$ cat src/rtl/alu_ctrl_pkg.sv
// Shared types for the ALU op sequencer: exec field positions, opcodes,
// op classes, FSM states and the decoded-control record.
package alu_ctrl_pkg;

    localparam int EXEC_FUNC_BIT = 4;
    localparam int EXEC_OPC_HI   = 3;
    localparam int EXEC_OPC_LO   = 1;

    localparam logic [2:0] OPC_000    = 3'b000;
    localparam logic [2:0] OPC_001    = 3'b001;
    localparam logic [2:0] OPC_010    = 3'b010;
    localparam logic [2:0] OPC_011    = 3'b011;
    localparam logic [2:0] OPC_100    = 3'b100;
    localparam logic [2:0] OPC_101    = 3'b101;
    localparam logic [2:0] OPC_110    = 3'b110;
    localparam logic [2:0] OPC_111    = 3'b111;
    localparam logic [2:0] OPALU_FUNC = 3'b111;

    typedef enum logic [1:0] {SCALAR, VECTOR, DIV, ILLEGAL} op_class_e;
    typedef enum logic [1:0] {IDLE, ISSUE, DWAIT} seq_state_e;

    typedef struct packed {
        logic [2:0] op_alu;
        logic       alu_e;
        logic       alu_ve;
        logic       sum;
        op_class_e  cls;
    } dec_t;

endpackage

$ cat src/rtl/alu_op_decode.sv
// Combinational exec-word decoder: ALU select, path enables and op class.
module alu_op_decode
    import alu_ctrl_pkg::*;
(
    input  logic [4:0] exec,
    output dec_t       dec
);

    logic [2:0] opc;
    logic       unused_rsvd;

    assign opc         = exec[EXEC_OPC_HI:EXEC_OPC_LO];
    assign unused_rsvd = exec[0];

    always_comb begin
        dec     = '0;
        dec.cls = SCALAR;
        if (exec[EXEC_FUNC_BIT]) begin
            dec.op_alu = OPALU_FUNC;
        end else begin
            dec.op_alu = opc;
            case (opc)
                OPC_000, OPC_010, OPC_011: dec.alu_e = 1'b1;
                OPC_001, OPC_100: begin
                    dec.alu_ve = 1'b1;
                    dec.cls    = VECTOR;
                end
                OPC_110: begin
                    dec.alu_ve = 1'b1;
                    dec.cls    = DIV;
                end
                OPC_101: begin
                    dec.sum = 1'b1;
                    dec.cls = VECTOR;
                end
                default: dec.cls = ILLEGAL;
            endcase
        end
    end

endmodule

$ cat src/rtl/alu_op_sequencer.sv
// Accepts one exec word at a time, registers its decode and issues the
// operation to the datapath as LANES-wide beats with divider spacing.
module alu_op_sequencer
    import alu_ctrl_pkg::*;
#(
    parameter int LANES      = 4,
    parameter int VLEN       = 16,
    parameter int DIV_CYCLES = 8
) (
    input  logic                                     clk,
    input  logic                                     rst,
    input  logic [4:0]                               exec,
    input  logic                                     in_valid,
    output logic                                     in_ready,
    output logic [2:0]                               opALU,
    output logic                                     operALUe,
    output logic                                     operALUve,
    output logic                                     operSum,
    output logic                                     beat_valid,
    input  logic                                     beat_ready,
    output logic [((VLEN > 1) ? $clog2(VLEN) : 1)-1:0] elem_base,
    output logic [LANES-1:0]                         lane_mask,
    output logic                                     beat_last,
    output logic                                     done,
    output logic                                     err
);

    localparam int EW  = (VLEN > 1) ? $clog2(VLEN) : 1;
    localparam int CW  = (DIV_CYCLES > 1) ? $clog2(DIV_CYCLES) : 1;
    localparam int REM = VLEN % LANES;
    localparam logic [LANES-1:0] FULL_MASK = '1;
    // Partial tail beat keeps only the low VLEN mod LANES lanes.
    localparam logic [LANES-1:0] LAST_MASK = (REM == 0) ? FULL_MASK : (FULL_MASK >> (LANES - REM));
    localparam logic             ONE_BEAT  = (LANES >= VLEN);

    dec_t            dec_in, dec_q, dec_d;
    seq_state_e      state_q, state_d;
    logic [EW-1:0]   base_q, base_d;
    logic [LANES-1:0] mask_q, mask_d;
    logic            last_q, last_d;
    logic [CW-1:0]   cnt_q, cnt_d;
    logic            done_q, done_d;
    logic            err_q, err_d;
    logic            beat_done;
    logic            nxt_last;

    alu_op_decode u_dec (
        .exec (exec),
        .dec  (dec_in)
    );

    assign nxt_last = (32'(base_q) + 32'(2 * LANES)) >= 32'(VLEN);

    always_comb begin
        dec_d     = dec_q;
        state_d   = state_q;
        base_d    = base_q;
        mask_d    = mask_q;
        last_d    = last_q;
        cnt_d     = cnt_q;
        done_d    = 1'b0;
        err_d     = 1'b0;
        beat_done = 1'b0;

        case (state_q)
            IDLE: begin
                if (in_valid) begin
                    dec_d = dec_in;
                    if (dec_in.cls == ILLEGAL) begin
                        err_d = 1'b1;
                    end else begin
                        state_d = ISSUE;
                        base_d  = '0;
                        if (dec_in.cls == SCALAR) begin
                            mask_d = LANES'(1);
                            last_d = 1'b1;
                        end else begin
                            mask_d = ONE_BEAT ? LAST_MASK : FULL_MASK;
                            last_d = ONE_BEAT;
                        end
                    end
                end
            end
            ISSUE: begin
                if (beat_ready) begin
                    if (dec_q.cls == DIV && DIV_CYCLES > 1) begin
                        state_d = DWAIT;
                        cnt_d   = CW'(DIV_CYCLES - 1);
                    end else begin
                        beat_done = 1'b1;
                    end
                end
            end
            DWAIT: begin
                cnt_d = cnt_q - CW'(1);
                if (cnt_q == CW'(1)) beat_done = 1'b1;
            end
            default: state_d = IDLE;
        endcase

        if (beat_done) begin
            if (last_q) begin
                state_d = IDLE;
                done_d  = 1'b1;
            end else begin
                state_d = ISSUE;
                base_d  = base_q + EW'(LANES);
                mask_d  = nxt_last ? LAST_MASK : FULL_MASK;
                last_d  = nxt_last;
            end
        end
    end

    always_ff @(posedge clk) begin
        if (rst) begin
            state_q <= IDLE;
            dec_q   <= '0;
            base_q  <= '0;
            mask_q  <= '0;
            last_q  <= 1'b0;
            cnt_q   <= '0;
            done_q  <= 1'b0;
            err_q   <= 1'b0;
        end else begin
            state_q <= state_d;
            dec_q   <= dec_d;
            base_q  <= base_d;
            mask_q  <= mask_d;
            last_q  <= last_d;
            cnt_q   <= cnt_d;
            done_q  <= done_d;
            err_q   <= err_d;
        end
    end

    assign in_ready   = (state_q == IDLE);
    assign beat_valid = (state_q == ISSUE);
    assign beat_last  = beat_valid && last_q;
    assign opALU      = dec_q.op_alu;
    assign operALUe   = dec_q.alu_e;
    assign operALUve  = dec_q.alu_ve;
    assign operSum    = dec_q.sum;
    assign elem_base  = base_q;
    assign lane_mask  = mask_q;
    assign done       = done_q;
    assign err        = err_q;

endmodule
$ cat config.mk
export PLATFORM = sky130hd
export DESIGN_NAME = alu_op_sequencer
export DESIGN_NICKNAME = d
export VERILOG_FILES = /design/src/rtl/alu_ctrl_pkg.sv /design/src/rtl/alu_op_decode.sv /design/src/rtl/alu_op_sequencer.sv
export SDC_FILE = /design/constraint.sdc
export NUM_CORES = 1
export LEC_CHECK = 0
export CAP_MARGIN = 20
export CORE_UTILIZATION = 48
export DETAILED_ROUTE_END_ITERATION = 6
export PLACE_DENSITY = 0.78
export SETUP_SLACK_MARGIN = 0.5
export SLEW_MARGIN = 20
export SYNTH_ARGS = -nofsm -noshare
export SYNTH_HDL_FRONTEND = slang
export SYNTH_SLANG_ARGS = --single-unit
$ cat constraint.sdc
create_clock -name clk -period 2.2 [get_ports clk]
set_input_delay 0.44 -clock clk [delete_from_list [all_inputs] [get_ports clk]]
set_output_delay 0.44 -clock clk [all_outputs]
set_load 0.05 [all_outputs]
==> results_tabular.tex <==
\begin{tabular}{lr}
\hline
Metric & Value \\
\hline
\multicolumn{2}{l}{\textbf{Floorplan}} \\
\quad Row cnt & 17 \\
\quad Die footprint & 0.00259 sq mm \\
\quad Die extent in x & 50.9 um \\
\quad Initial Util & 0.514 \\
\quad Total I/O pin count & 28 \\
\quad Area of the placeable core & 0.00223 sq mm \\
\quad Die Y-Extent & 50.9 um \\
\multicolumn{2}{l}{\textbf{Placement}} \\
\quad Placement-stage cell area & 0.00143 sq mm \\
\quad Port Buffers & 26 \\
\quad Total half-perimeter wirelength after legalization and detailed placement & 1750 um \\
\quad Global placer's final weighted congestion & 0.725 \\
\multicolumn{2}{l}{\textbf{STA}} \\
\quad Final count of pins violating max slew & 0 \\
\quad Final Setup Violations & 0 \\
\quad Slew HR & 0.596 \\
\quad Total Neg Setup Slack & 0 ps \\
\quad Slew @ Worst Pin & 604 ps \\
\quad Clock Skew & 1.47 ps \\
\quad Crit share post-route & 0.751 \\
\quad RSZ-0062 raised after global routing & false \\
\quad Final Hold Violating Endpoints & 0 \\
\quad Shortest period the worst path allows & 1650 ps \\
\quad Highest clock frequency the design can meet & 605 MHz \\
\multicolumn{2}{l}{\textbf{Clock network}} \\
\quad Clock input transition at the sequential cells of the worst setup and hold paths & 130 ps \\
\quad H-tree level count & 1 \\
\quad Skew-Pair Late Insertion Delay & 300 ps \\
\quad Number of CTS-inserted buffers & 3 \\
\quad TritonCTS sink count & 24 \\
\quad TritonCTS clock tree & built \\
\quad Maximum clock path buffer count & 2 \\
\quad Number of hold buffers added after CTS & 0 \\
\quad Root cell of the clock tree & sky130\_fd\_sc\_hd\_\_clkbuf\_4 \\
\multicolumn{2}{l}{\textbf{Synthesis}} \\
\quad Post-synthesis adder-cell area fraction & 0.0654 \\
\quad Compound-Gate Fraction of Synth Area & 0.177 \\
\quad Top cells by area in the synthesized netlist & sky130\_fd\_sc\_hd\_\_dfxtp\_1, sky130\_fd\_sc\_hd\_\_nor2\_1, sky130\_fd\_sc\_hd\_\_ha\_1, sky130\_fd\_sc\_hd\_\_a21oi\_1, sky130\_fd\_sc\_hd\_\_and2\_1 \\
\quad Ys Warns & 0 \\
\quad Main combinational cell family by area after synthesis & simple AND/OR/NAND/NOR gates \\
\quad Synthesized-area fraction occupied by xor and xnor cells & 0 \\
\quad Total standard cell area after synthesis & 0.00115 sq mm \\
\quad Share of the synthesized area in the top cell type & 0.419 \\
\quad Basic-gate share of the synthesized area counting and, or, nand and nor cells & 0.263 \\
\quad Synth Instances & 134 \\
\quad Number of synthesized register bits & 24 \\
\quad Mux share of post-synthesis cell area & 0.0174 \\
\quad Sequential-to-total area share from yosys stat & 0.419 \\
\quad Syn Area/Cell & 8.56 sq um \\
\quad Top cell type by total area after synthesis & sky130\_fd\_sc\_hd\_\_dfxtp\_1 \\
\quad Count of unique library cells instantiated by Yosys & 31 \\
\quad Mapped Nets & 149 \\
\multicolumn{2}{l}{\textbf{Worst hold path}} \\
\quad Type of the tightest min-delay check & reg2reg \\
\quad Sink of the worst hold path & lane\_mask[2] \\
\quad Worst Hold Launch & lane\_mask[2] \\
\quad Worst Hold Path Cells & 2 \\
\multicolumn{2}{l}{\textbf{Route}} \\
\quad Detailed-route via count & 1054 \\
\quad DR WL/cell & 13.6 um \\
\quad Initial DRC Count & 15 \\
\quad Total routed wirelength & 2640 um \\
\quad Final routed DRC violation total & 0 \\
\quad Antenna-violating nets left & 0 \\
\quad Via count normalized by instance count & 5.43 \\
\quad Router iterations before antenna repair & 4 \\
\multicolumn{2}{l}{\textbf{Global routing}} \\
\quad Via count of the first global-routing pass & 961 \\
\quad Grt ovf & 0 \\
\quad Largest net degree at the start of global routing & 18 \\
\quad Global-route wire length before repair & 4160 um \\
\quad Number of antenna violations at the first check in global routing & 0 \\
\quad Aggregate global-route resource usage & 0.214 \\
\multicolumn{2}{l}{\textbf{Critical path}} \\
\quad Worst reg-to-reg path cell count & 8 \\
\quad Critical path peak fanout & 6 \\
\quad Worst flop-to-flop path startpoint & state\_q[1] \\
\quad Arrival time worst endpoint & 1210 ps \\
\quad Crit Path Category & reg2out \\
\quad R2R Path End & elem\_base[2] \\
\quad R2r setup slk & 580 ps \\
\quad Required @ worst endpoint & 1760 ps \\
\quad Kind of end point of the critical path & output pin \\
\quad Critical Path Start Type & flip-flop \\
\multicolumn{2}{l}{\textbf{Cells and area}} \\
\quad Cell area after layout & 0.00157 sq mm \\
\quad Nets@finish & 182 \\
\quad Fin util & 0.701 \\
\quad Most used cells in the layout excluding fill and tap cells & sky130\_fd\_sc\_hd\_\_dfxtp\_1, sky130\_fd\_sc\_hd\_\_nor2\_1, sky130\_fd\_sc\_hd\_\_dlygate4sd2\_1 \\
\quad Most common cell after layout, fill and taps aside & sky130\_fd\_sc\_hd\_\_dfxtp\_1 \\
\quad Antenna Diode Count & 0 \\
\quad Area overhead of the layout relative to synthesis & 36.5\% \\
\quad Layout cell share with drive strength beyond 1 & 0.217 \\
\multicolumn{2}{l}{\textbf{Power}} \\
\quad Worst IR Drop VDD & 0.987 mV \\
\quad Pleak & 0.676 nW \\
\quad Ratio of total power to cell area & 1090 mW/mm\^{}2 \\
\multicolumn{2}{l}{\textbf{Run status}} \\
\quad Run status & complete, no violations \\
\multicolumn{2}{l}{\textbf{Flow run}} \\
\quad Max-cap violation count & 0 \\
\hline
\end{tabular}
==> worst max-delay path: stages (launching register included) <==
cell	delay (ps)
sky130_fd_sc_hd__dfxtp_4	390
sky130_fd_sc_hd__inv_4	80
sky130_fd_sc_hd__ha_4	160
sky130_fd_sc_hd__and2_4	140
sky130_fd_sc_hd__buf_6	140
==> kinds of logic after synthesis <==
logic type | after synthesis
buffers and inverters | 15
AND/OR/NAND/NOR | 58
flip-flops | 24
AO/OA/AOI/OAI | 29
multiplexers | 2
adder cells (fa/ha/maj) | 6
==> how the worst max path moves through the flow <==
stage,start,cells past startpoint,endpoint
after detailed placement,exec[1],6,elem_base[3]
after global placement,exec[3],6,elem_base[3]
after floorplan,state_q[1],7,elem_base[3]
after CTS,state_q[0],6,lane_mask[1]
final,state_q[1],4,beat_last
after global routing,state_q[1],7,elem_base[3]
==> Yosys cell counts (all sizes together) <==
cell,n
or2b,1
and2,7
a22oi,4
nand2b,2
nor4b,1
nand3b,1
or2,2
a31oi,4
nand2,10
and3,1
clkbuf,4
mux2i,2
or3b,2
a311oi,2
a211oi,3
nor2,21
a2111oi,1
buf,3
a32o,1
nor3,3
o21ai,2
o22ai,1
a21oi,10
inv,8
nor2b,2
nand3,5
a221oi,1
ha,6
dfxtp,24
==> through the flow <==
stage	hold WS [ps]	cells	total power, mW	setup WS (ps)
global route	489	194	1.81	501
global placement	441	185	1.34	238
CTS	468	192	1.66	472
floorplan	466	134	1.18	400
detailed placement	443	185	1.36	180
finish	464	194	1.70	547
==> sequential cells by signal, indices dropped and copies added, names as in the netlist, 2 cells and up <==
signal	count
elem_base	4
lane_mask	4
opALU	3
cnt_q	3
state_q	2
dec_q	2
==> power by group <==
part	switching (mW)	internal, mW	leakage [nW]
combinational	0.539	0.342	0.458
clock	0.126	0.101	0.0210
sequential	0.0734	0.523	0.197
total	0.738	0.967	0.676
==> layout make-up <==
type | instances | area [sq um]
fill | 193 | 667
multi-input combinational | 95 | 657
sequential | 24 | 485
timing repair buffer | 35 | 318
clock buffer | 4 | 36.3
inverter | 8 | 35.0
tap | 28 | 35.0
==> routing by layer <==
layer / global-route usage / part of all wire / up-vias / wire (um)
met2: 0.367 / 0.53 / 29 / 1390
met4: 0.106 / 0.020 / 0 / 53
met5: 0 / 0 / - / 0
met3: 0.0327 / 0.042 / 7 / 112
li1: - / - / 524 / -
met1: 0.261 / 0.41 / 494 / 1090
==> what timing repair did <==
item                       in CTS  in global routing
resized for setup              25                 16
gates cloned                    0                  0
pin swaps                       1                  4
setup buffers                   3                  2
setup endpoints to repair      18                 12
No activity file was read; power rests on OpenSTA's default activity.
